--- src/rtl/tmds_pkg.sv ---
// Shared TMDS definitions: the four control tokens, the ctl encoding and the aligner FSM states.
package tmds_pkg;

  localparam logic [9:0] TOK_CTL00 = 10'b1101010100;
  localparam logic [9:0] TOK_CTL01 = 10'b0010101011;
  localparam logic [9:0] TOK_CTL10 = 10'b0101010100;
  localparam logic [9:0] TOK_CTL11 = 10'b1010101011;

  typedef enum logic [1:0] {
    CTL_00 = 2'b00,
    CTL_01 = 2'b01,
    CTL_10 = 2'b10,
    CTL_11 = 2'b11
  } ctl_t;

  typedef enum logic [2:0] {
    WAIT_LOCK,
    SEARCH,
    SLIP,
    SETTLE,
    ALIGNED
  } state_t;

endpackage

--- src/rtl/tmds_sym_decode.sv ---
// Combinational 10b->8b TMDS symbol decode with control-token detect; zero latency, no flow control.
module tmds_sym_decode
  import tmds_pkg::*;
(
  input  logic [9:0] sym_i,
  output logic       is_token_o,
  output logic [1:0] ctl_o,
  output logic [7:0] data_o
);

  logic [7:0] qp;

  always_comb begin
    is_token_o = 1'b1;
    ctl_o      = CTL_00;
    unique case (sym_i)
      TOK_CTL00: ctl_o = CTL_00;
      TOK_CTL01: ctl_o = CTL_01;
      TOK_CTL10: ctl_o = CTL_10;
      TOK_CTL11: ctl_o = CTL_11;
      default: begin
        is_token_o = 1'b0;
        ctl_o      = CTL_00;
      end
    endcase
  end

  // q[9] marks an inverted payload, q[8] selects XOR vs XNOR chaining.
  always_comb begin
    qp        = sym_i[9] ? ~sym_i[7:0] : sym_i[7:0];
    data_o    = '0;
    data_o[0] = qp[0];
    for (int i = 1; i < 8; i++) begin
      data_o[i] = sym_i[8] ? (qp[i] ^ qp[i-1]) : ~(qp[i] ^ qp[i-1]);
    end
  end

endmodule

--- src/rtl/tmds_chan_align_decode.sv ---
// Per-channel TMDS word aligner (bitslip control) and decoder; 2-cycle latency, free-running, no backpressure.
// Defining TMDS_ERRCNT_EN adds align_loss_cnt, a saturating count of ALIGNED->SLIP events.
module tmds_chan_align_decode
  import tmds_pkg::*;
#(
  parameter int TIMEOUT     = 1048575,
  parameter int MIN_RUN     = 8,
  parameter int SLIP_SETTLE = 8
) (
  input  logic        pixelclk,
  input  logic        rst,
  input  logic        locked,
  input  logic [9:0]  tmds_word,
  output logic        bitslip,
  output logic        aligned,
  output logic        vde,
  output logic [1:0]  ctl,
  output logic [7:0]  data
`ifdef TMDS_ERRCNT_EN
  ,
  output logic [15:0] align_loss_cnt
`endif
);

  localparam int TMAX = (TIMEOUT > SLIP_SETTLE) ? TIMEOUT : SLIP_SETTLE;
  localparam int TW   = $clog2(TMAX + 1);
  localparam int RW   = $clog2(MIN_RUN + 1);

  localparam logic [TW-1:0] TIMER_LAST  = TW'(TIMEOUT - 1);
  localparam logic [TW-1:0] SETTLE_LAST = TW'(SLIP_SETTLE - 1);
  localparam logic [TW-1:0] TIMER_MAX   = TW'(TMAX);
  localparam logic [RW-1:0] RUN_LAST    = RW'(MIN_RUN - 1);
  localparam logic [RW-1:0] RUN_MAX     = RW'(MIN_RUN);

  logic          lock_meta_q, lock_sync_q;
  logic [9:0]    word_q;
  state_t        state_q, state_d;
  logic [TW-1:0] timer_q, timer_d, timer_inc;
  logic [RW-1:0] run_q, run_d, run_inc;
  logic          bitslip_q, bitslip_d;
  logic          aligned_q, aligned_d;
  logic          vde_q, vde_d;
  logic [1:0]    ctl_q, ctl_d;
  logic [7:0]    data_q, data_d;

  logic          is_tok;
  logic [1:0]    tok_ctl;
  logic [7:0]    dec_byte;

  tmds_sym_decode u_dec (
    .sym_i      (word_q),
    .is_token_o (is_tok),
    .ctl_o      (tok_ctl),
    .data_o     (dec_byte)
  );

  assign timer_inc = (timer_q == TIMER_MAX) ? timer_q : timer_q + 1'b1;
  assign run_inc   = (run_q == RUN_MAX) ? run_q : run_q + 1'b1;

  // The timer doubles as the settle counter; SLIP clears it on the way into SETTLE.
  always_comb begin
    state_d = state_q;
    timer_d = timer_q;
    run_d   = run_q;
    unique case (state_q)
      WAIT_LOCK: begin
        timer_d = '0;
        run_d   = '0;
        if (lock_sync_q) state_d = SEARCH;
      end
      SEARCH: begin
        timer_d = timer_inc;
        run_d   = is_tok ? run_inc : '0;
        if (is_tok && run_q >= RUN_LAST) begin
          state_d = ALIGNED;
          timer_d = '0;
        end else if (timer_q >= TIMER_LAST) begin
          state_d = SLIP;
        end
      end
      SLIP: begin
        state_d = SETTLE;
        timer_d = '0;
      end
      SETTLE: begin
        timer_d = timer_inc;
        if (timer_q >= SETTLE_LAST) begin
          state_d = SEARCH;
          timer_d = '0;
          run_d   = '0;
        end
      end
      ALIGNED: begin
        if (is_tok) begin
          timer_d = '0;
        end else begin
          timer_d = timer_inc;
          if (timer_q >= TIMER_LAST) state_d = SLIP;
        end
      end
      default: state_d = WAIT_LOCK;
    endcase
    if (!lock_sync_q) begin
      state_d = WAIT_LOCK;
      timer_d = '0;
      run_d   = '0;
    end
  end

  // Outputs key off the next state so aligned rises with the MIN_RUN-th token's output word.
  always_comb begin
    aligned_d = (state_d == ALIGNED);
    bitslip_d = (state_d == SLIP);
    vde_d     = 1'b0;
    ctl_d     = CTL_00;
    data_d    = 8'h00;
    if (aligned_d) begin
      if (is_tok) begin
        ctl_d = tok_ctl;
      end else begin
        vde_d  = 1'b1;
        ctl_d  = ctl_q;
        data_d = dec_byte;
      end
    end
  end

  always_ff @(posedge pixelclk) begin
    if (rst) begin
      lock_meta_q <= 1'b0;
      lock_sync_q <= 1'b0;
      word_q      <= '0;
      state_q     <= WAIT_LOCK;
      timer_q     <= '0;
      run_q       <= '0;
      bitslip_q   <= 1'b0;
      aligned_q   <= 1'b0;
      vde_q       <= 1'b0;
      ctl_q       <= CTL_00;
      data_q      <= 8'h00;
    end else begin
      lock_meta_q <= locked;
      lock_sync_q <= lock_meta_q;
      word_q      <= tmds_word;
      state_q     <= state_d;
      timer_q     <= timer_d;
      run_q       <= run_d;
      bitslip_q   <= bitslip_d;
      aligned_q   <= aligned_d;
      vde_q       <= vde_d;
      ctl_q       <= ctl_d;
      data_q      <= data_d;
    end
  end

  assign bitslip = bitslip_q;
  assign aligned = aligned_q;
  assign vde     = vde_q;
  assign ctl     = ctl_q;
  assign data    = data_q;

`ifdef TMDS_ERRCNT_EN
  logic [15:0] loss_cnt_q;

  // Survives loss of lock on purpose; only rst clears the history.
  always_ff @(posedge pixelclk) begin
    if (rst) begin
      loss_cnt_q <= '0;
    end else if (state_q == ALIGNED && state_d == SLIP && loss_cnt_q != 16'hFFFF) begin
      loss_cnt_q <= loss_cnt_q + 16'd1;
    end
  end

  assign align_loss_cnt = loss_cnt_q;
`endif

endmodule

--- config.mk ---
export PLATFORM = sky130hd
export DESIGN_NAME = tmds_chan_align_decode
export DESIGN_NICKNAME = d
export VERILOG_FILES = /design/src/rtl/tmds_pkg.sv /design/src/rtl/tmds_sym_decode.sv /design/src/rtl/tmds_chan_align_decode.sv
export SDC_FILE = /design/constraint.sdc
export NUM_CORES = 1
export LEC_CHECK = 0
export ABC_AREA = 0
export BUFFER_PORTS_ARGS = -buffer_cell sky130_fd_sc_hd__buf_4
export CAP_MARGIN = 0
export CELL_PAD_IN_SITES_DETAIL_PLACEMENT = 0
export CELL_PAD_IN_SITES_GLOBAL_PLACEMENT = 2
export CORE_MARGIN = 2
export CORE_UTILIZATION = 38
export DETAILED_ROUTE_END_ITERATION = 8
export PLACE_DENSITY = 0.94
export SYNTH_ARGS = -nofsm -noshare
export SYNTH_HDL_FRONTEND = slang
export SYNTH_SLANG_ARGS = --single-unit
--- constraint.sdc ---
create_clock -name pixelclk -period 2.8 [get_ports pixelclk]
set_input_delay 0.28 -clock pixelclk [delete_from_list [all_inputs] [get_ports pixelclk]]
set_output_delay 0.28 -clock pixelclk [all_outputs]
set_load 0.005 [all_outputs]
Word-level counts from Yosys, hierarchy flattened

Cells that the tools add are included.

Word-level logic and storage cells: 83
Bits in registers: 52
Output and inout bits: 13
Input port bits: 13

Magnitude comparators: 3
Equal/unequal tests: 14
Reduce and logical (&&, ||, !) cells: 10
Bitwise operators: 17
Add/subtract/negate cells: 2
Multiplexer cells: 26

Operators with widths:

| operator                                                           | count |
|---|---|
| two-way mux 20 bit                                                 | 4 |
| case mux 20 bit (4 select lines)                                   | 1 |
| adder 20 x 1 -> 20 bit, second input constant                      | 1 |
| == test 10 bit, second input constant                              | 2 |
| == test 20 bit, second input constant                              | 1 |
| greater-or-equal comparator 20 bit, second input constant          | 1 |
| greater-or-equal comparator 20 x 3 -> 1 bit, second input constant | 1 |
| two-way mux 3 bit                                                  | 5 |
| case mux 3 bit (5 select lines)                                    | 1 |
| two-way mux 4 bit                                                  | 3 |
| case mux 4 bit (3 select lines)                                    | 1 |
| == test 10 x 8 -> 1 bit, second input constant                     | 1 |
| == test 10 x 9 -> 1 bit, second input constant                     | 1 |
| == test 3 x 2 -> 1 bit, second input constant                      | 3 |
| two-way mux 1 bit                                                  | 9 |
| inverter 1 bit                                                     | 9 |
| two-way mux 8 bit                                                  | 1 |
| inverter 8 bit                                                     | 1 |
| bitwise XOR 1 bit                                                  | 7 |
| == test 3 bit, second input constant                               | 2 |
| case mux 2 bit (3 select lines)                                    | 1 |
| OR reduction 2 bit                                                 | 3 |
| adder 4 x 1 -> 4 bit, second input constant                        | 1 |
| == test 4 bit, second input constant                               | 1 |
| 11 further kinds                                                   | 11 |

Longest topological paths before layout

Gate-level depths: netlist (run 1).

Depth after elaboration: 10
Depth in mapped cells: 8
Mapped depth without buffers: 7

Modules after synthesis

Synthesis (run 1) repeated with hierarchy kept, for this count alone.

Cell total of the unflattened synthesis: 301
Area, all modules: 2,552.4 um^2

Modules (own cells, without submodules):

| module                 | instances | cells each | sequential area each (um^2) | area each (um^2) |
|---|---|---|---|---|
| tmds_chan_align_decode | 1         | 266        | 1,041.0                     | 2,273.4 |
| tmds_sym_decode        | 1         | 35         | 0.0                         | 279.0 |

Worst setup path before layout (run 1)

OpenSTA, ideal clock, no wires.

Path type: reg-to-reg
Start point: register timer_q[0]
End point: register timer_q[14]
Required time: 2.682 ns
Arrival: 1.748 ns
Path slack: 0.935 ns
Setup time: 0.118 ns
Period minus slack after synthesis: 1.865 ns
Cell stages (with the launch flop): 7
Buffers on the path: 0
Cells stage by stage: dfxtp_1 ha_1 nand2_1 or4_1 and4bb_2 xnor2_1 nor2_1

Word-level cells in the longest chain between the ends: 4
Elaborated cells between the ends (all ways): 8
Those cells by class: add/sub: 1; order compare: 1; eq/ne: 1; mux: 5

Ends and longest elaborated chain:

| item                                                            | RTL line                                                                                 | source |
|---|---|---|
| from (decl)                                                     | tmds_chan_align_decode.sv:38                                                             | `logic [TW-1:0] timer_q, timer_d, timer_inc;` |
| from (signal assigned)                                          | tmds_chan_align_decode.sv:146                                                            | `timer_q <= timer_d;` |
| adder 20 x 1 -> 20 bit / == test 20 bit (equally long branches) | tmds_chan_align_decode.sv:57                                                             | `assign timer_inc = (timer_q == TIMER_MAX) ? timer_q : timer_q + 1'b1;` |
| two-way mux 20 bit                                              | tmds_chan_align_decode.sv:57                                                             |  |
| two-way mux 20 bit (on tied branches)                           | tmds_chan_align_decode.sv:94, tmds_chan_align_decode.sv:74, tmds_chan_align_decode.sv:87 |  |
| case mux 20 bit (4 select lines) *                              | tmds_chan_align_decode.sv:65                                                             | `unique case (state_q)` |

Mark *: on every way between the ends. The rest lies on a longest branch, timed or not.
A chain may end at the register's enable or synchronous reset.

Final worst setup path (run 1)

Start point: register timer_q[3]
End point: register timer_q[11]

The elaborated chain is that of the path after synthesis.

==> reports/qor.txt, run 1 <==
largest net degree at the start of global routing: 21
Global Route Usage Sum: 0.135
Max Cap Viol: 0
Hold Path Depth: 2
total CTS buffers: 5
skew final: 0.00336 ns
Slew @ Worst Pin: 0.507 ns
full die area: 7130 sq um
Sw Share: 0.215
Comb pwr share: 0.041
worst vdd ir: 394 uV
DRT iter0 DRCs: 93
post-CTS sizing: 0
Worst EP required: 3.00 ns
WL per Instance: 12.3 um
Die Ht: 84.5 um
Setup violations, final: 0
initial antenna violation count: 0
Internal Pwr Total: 1.05 mW
clk sinks: 52
Root Driver: clkbuf_8
most common cell after layout, fill and taps aside: dfxtp_1
setup repair bufs after CTS: 0
drt via density: 5.15
ys flop type: dfxtp_1
core area: 6310 sq um
Buffers on Ports: 25
Final period util: 0.776
Syn Std Cell Area: 2460 sq um
Worst Hold End: word_q[9]
setup_tns: 0 ns
vias in the first global route: 1,788
leading area contributor after synthesis: dfxtp_1
fraction of layout cells with a size suffix above 1: 0.153
min Tclk post-route: 2.17 ns
EDFF count, synth: 0
# diodes: 0
Worst R2R Path Depth: 5
number of nets in the layout: 323
r2r setup slk: 0.63 ns
fmax: 460 MHz
drt drc: 0
Slew Limit Fails: 0
CP Launch Type: flip-flop
WP data arrival: 2.37 ns
grt ovf: 0
antenna viol nets, final: 0
Post-synth ARST share: 0
commonest non-fill, non-tap cells in the layout: dfxtp_1, nor2_1, buf_4
CTS clock-pin slew for the worst setup and hold paths: 0.10 ns
syn nets: 298
share of the synthesized area in the top cell type: 0.423
Synth Warn #: 0
syn avg cell area: 8.94 sq um
clk buf depth: 2
final hold vios: 0
die width: 84.5 um
Post-Layout Cell Count: 378
Starting Density: 0.390
LEAKAGE: 0.971 nW
htree depth: 2
clock network fraction of design power: 0.393
Sw Pwr: 0.288 mW
unrepaired setup endpoints after global routing: false
sequential power share: 0.566
count of unique library cells instantiated by Yosys: 55
hold_sp: tmds_word[9]
Final Routed Wirelength: 4650 um
status: finished clean
CP endpoint kind: flip-flop
first-pass GRT wire length: 7940 um
Cells after Synth: 275
# hold bufs at CTS: 0
synthesis-to-layout area growth: 14.9%
CTS tree: built
top post-synthesis cells by area: dfxtp_1, xnor2_1, ha_1
Hold/Removal Path Class: primary input to flip-flop
Via Count: 1,946
register area share after synthesis: 0.423
DP HPWL: 3500 um
row cnt: 29
Pre-antenna DRT Iters: 5
placed insts: 370
crit-path max FO: 13
Cell Pwr Density: 474 nW/um^2
routability cong.: 0.824
Top-Level Pins: 26
Rel. slew slack: 0.662
worst flop-to-flop path endpoint: timer_q[11]
clk_lat worst skew: 0.30 ns
WS Path Type: flip-flop to flip-flop
Synth Register Bits: 52
Critical R2R Launch: timer_q[3]
## flip-flops by register name, indices dropped and copies added (netlist names)
name	flops
word_q	10
vde	1
data	8
aligned	1
ctl	2
lock_meta_q	1
bitslip	1
state_q	3
lock_sync_q	1
timer_q	20
run_q	4
## worst max-delay path: stages (launching register included)
cell	delay, ns
dfxtp_1	0.45
nand4_2	0.17
or4_1	0.70
o31ai_4	0.49
or4_1	0.20
a21oi_2	0.05
## cells in the mapped netlist, types with 4 or more instances
master and n:
a211oi_1 8, a21oi_1 14, buf_2 6, dfxtp_1 52
ha_1 10, inv_1 16, nand2_1 14, nand2b_1 4
nand3_1 11, nor2_1 32, nor2b_1 14, nor3_1 6
nor4_1 4, o21ai_1 5, o31ai_1 6, or3_1 4
or4_1 9, xnor2_1 15
## metrics by stage
| step | instance area (sq um) | hold WS (ns) | power [mW] | utilization | setup WS (ns) |
|---|---|---|---|---|---|
| 4_1_cts | 2830 | 0.173 | 1.35 | 0.448 | 0.623 |
| 2_1_floorplan | 2460 | 0.352 | 0.812 | - | 0.935 |
| 3_5_place_dp | 2710 | 0.433 | 0.832 | 0.429 | 0.633 |
| 3_3_place_gp | 2710 | 0.418 | 0.831 | 0.429 | 0.671 |
| 5_1_grt | 2830 | 0.167 | 1.39 | 0.448 | 0.489 |
| 6_report | 2830 | 0.177 | 1.34 | 0.448 | 0.628 |
## how the worst max path moves through the flow
stage | to | cells after the start | from | slack [ns]
after floorplan | timer_q[14] | 6 | timer_q[0] | 0.93
after global placement | timer_q[11] | 5 | timer_q[3] | 0.67
after detailed placement | timer_q[11] | 5 | timer_q[8] | 0.63
after CTS | timer_q[9] | 5 | timer_q[3] | 0.62
after global routing | timer_q[11] | 5 | timer_q[3] | 0.49
final | timer_q[11] | 5 | timer_q[3] | 0.63
## layer usage
layer	up-vias	share of wire	global-route usage
met5	-	0	0
met2	29	0.47	0.231
met4	0	0.017	0.0476
li1	1029	-	-
met3	9	0.033	0.0275
met1	879	0.48	0.170
## final cells by class
class                      instances  area [sq um]
multi-input combinational        197          1310
clock inverter                     3          47.5
clock buffer                       5          68.8
tap                               77          96.3
timing repair buffer              27           203
fill                             644          3490
sequential                        52          1040
inverter                          17          63.8
## logic make-up (layout without fill, tap and decap cells)
family | Yosys count | count (layout) | share of synthesized area
buffers and inverters | 26 | 52 | 0.0458
xor gates and xnor gates | 17 | 17 | 0.0605
muxes | 2 | 2 | 0.00814
AOI/OAI and AO/OA | 56 | 56 | 0.160
adders and majority gates | 10 | 10 | 0.0509
and+or+nand+nor | 112 | 112 | 0.251
DFF | 52 | 52 | 0.423
## power groups by stage
stage                     combinational (mW)  clock, mW  sequential (mW)
after floorplan                       0.0401          0            0.772
after global placement                0.0554          0            0.776
after detailed placement              0.0555          0            0.776
after CTS                             0.0557      0.540            0.759
after global routing                  0.0622      0.566            0.760
final                                 0.0548      0.527            0.758
No activity file was read; power rests on OpenSTA's default activity.
==> inputs of run 2 (changes only) <==
Settings changed: CORE_UTILIZATION 38 to 32, PLACE_DENSITY 0.94 to 0.85.
Clock period 2.8 ns to 1.8 ns, I/O delays scaled along.
==> run 2 against run 1 <==
Against the previous run:
- the run now ends with negative setup slack left
- clock skew up 0.012 ns
- total power up 50%
- sequential power up 54%
- hold slack worse by 0.11 ns
- clock power up 39%
- global-route usage up 1.2 points
- flip-flop and latch count unchanged
- clock-buffer cell count unchanged
- final cell count up 23%
- combinational power up 95%
- die area up 18%
- critical path type unchanged
- critical endpoint is now timer_q[0]
- highest routed layer unchanged
==> reports/qor.txt, run 2 (synthesis results as in run 1) <==
LEAKAGE: 1.36 nW (was 0.971 nW)
Via Count: 2,272 (was 1,946)
number of nets in the layout: 387 (was 323)
most common cell after layout, fill and taps aside: buf_4 (was dfxtp_1)
Total Power: 2.01 mW (was 1.34 mW)
final hold vios: 0 (unchanged)
grt ovf: 0 (unchanged)
Global Route Usage Sum: 0.147 (was 0.135)
max reg flops: 20 (unchanged)
Slew @ Worst Pin: 0.426 ns (was 0.507 ns)
total CTS buffers: 5 (unchanged)
CTS clock-pin slew for the worst setup and hold paths: 0.11 ns (was 0.10 ns)
clk buf depth: 2 (unchanged)
crit-path max FO: 6 (was 13)
row cnt: 31 (was 29)
clk sinks: 52 (unchanged)
Top-Level Pins: 26 (unchanged)
Final period util: 1.03 (was 0.776)
first-pass GRT wire length: 10,200 um (was 7940 um)
setup_tns: -0.478 ns (was 0 ns)
Setup violations, final: 12 (was 0)
initial antenna violation count: 0 (unchanged)
status: complete, but fails checks (was finished clean)
setup slack after layout: -0.0623 ns (was 0.628 ns)
# hold bufs at CTS: 0 (unchanged)
Worst EP required: 2.01 ns (was 3.00 ns)
Sw Share: 0.245 (was 0.215)
Comb pwr share: 0.053 (was 0.041)
synthesis-to-layout area growth: 44.5% (was 14.9%)
Rel. slew slack: 0.714 (was 0.662)
clk_lat worst skew: 0.31 ns (was 0.30 ns)
design area: 3550 sq um (was 2830 sq um)
fmax: 537 MHz (was 460 MHz)
vias in the first global route: 2,316 (was 1,788)
WP data arrival: 2.07 ns (was 2.37 ns)
drt via density: 4.90 (was 5.15)
htree depth: 2 (unchanged)
Cell Area, Placed: 3200 sq um (was 2710 sq um)
Hold WS: 0.0710 ns (was 0.177 ns)
unrepaired setup endpoints after global routing: true (was false)
Pre-antenna DRT Iters: 4 (was 5)
Slew Limit Fails: 0 (unchanged)
WS Path Type: flip-flop to flip-flop (unchanged)
antenna viol nets, final: 0 (unchanged)
min Tclk post-route: 1.86 ns (was 2.17 ns)
routability cong.: 0.784 (was 0.824)
DP HPWL: 4340 um (was 3500 um)
largest net degree at the start of global routing: 20 (was 21)
Final Routed Wirelength: 5850 um (was 4650 um)
fraction of layout cells with a size suffix above 1: 0.419 (was 0.153)
CP Launch Type: flip-flop (unchanged)
Internal Pwr Total: 1.52 mW (was 1.05 mW)
Reg area: 1070 sq um (was 1040 sq um)
CTS tree: built (unchanged)
commonest non-fill, non-tap cells in the layout: buf_4, dfxtp_1, nor2_1 (was dfxtp_1, nor2_1, buf_4)
die width: 91.7 um (was 84.5 um)
fillcell total: 711 (was 644)
Starting Density: 0.336 (was 0.390)
Root Driver: clkbuf_8 (unchanged)
Largest Register: timer_q (unchanged)
Multi-input gate area: 1480 sq um (was 1310 sq um)
failing checks: negative setup slack
CP endpoint kind: flip-flop (unchanged)
# diodes: 0 (unchanged)
sequential power share: 0.582 (was 0.566)
worst vdd ir: 355 uV (was 394 uV)
Die Ht: 91.7 um (was 84.5 um)
Hold/Removal Path Class: primary input to flip-flop (unchanged)
Buffers on Ports: 25 (unchanged)
clock network fraction of design power: 0.365 (was 0.393)
full die area: 8400 sq um (was 7130 sq um)
WL per Instance: 12.6 um (was 12.3 um)
skew final: 0.0149 ns (was 0.00336 ns)
core area: 7330 sq um (was 6310 sq um)
drt drc: 0 (unchanged)
Max Cap Viol: 0 (unchanged)
Cell Pwr Density: 566 nW/um^2 (was 474 nW/um^2)
Sw Pwr: 0.493 mW (was 0.288 mW)
DRT iter0 DRCs: 112 (was 93)
-- run 2: stage by stage --
stage,worst slack [ns],std cells,util
after floorplan,-0.0222,275,-
after global placement,-0.0954,448,0.437
after detailed placement,-0.129,448,0.437
after CTS,-0.0660,461,0.465
after global routing,-0.147,464,0.485
final,-0.0623,464,0.485
-- run 2: worst paths after layout --
kind / start / endpoint / slack (ns) / cells past startpoint
min: tmds_word[5] / word_q[5] / 0.07 / 2
max reg2reg: timer_q[3] / timer_q[0] / -0.06 / 6
min reg2reg: lock_meta_q / lock_sync_q / 0.46 / 1
max: timer_q[3] / timer_q[0] / -0.06 / 6
-- run 2: area by class of cell --
class,count,share of cell area
repair buffers,91,0.202
inverters,17,0.0180
clock inverters,3,0.00810
clock buffers,5,0.0194
flip-flops and latches,52,0.302
well taps,99,0.0349
multi-input cells,197,0.416
-- run 2: what timing repair did --
item                                   CTS  global route
setup buffers                            5             3
endpoints found under the hold margin    0             0
resized for setup                       19            29
setup endpoints to repair               39            39
pin swaps                                5            13
-- run 2: worst max-delay path, stage by stage, from the launching register on --
cell and delay, ns:
dfxtp_4 0.40, nand4_4 0.13, or4_4 0.54, buf_4 0.17
o31a_1 0.32, xnor2_1 0.16, nor2_1 0.05
-- run 2: power groups by stage --
stage	registers, mW	clock network [mW]	logic, mW
2_1_floorplan	1.20	0	0.0634
3_3_place_gp	1.20	0	0.103
3_5_place_dp	1.20	0	0.105
4_1_cts	1.17	0.760	0.108
5_1_grt	1.17	0.820	0.120
6_report	1.17	0.734	0.107
-- run 2: per-layer routing --
layer  GRT usage  up-vias  wire (um)
met5           0        -          0
met4      0.0354        0         29
met3      0.0329        2        205
met2       0.261       26       3010
met1       0.180     1090       2610
li1            -     1154          -
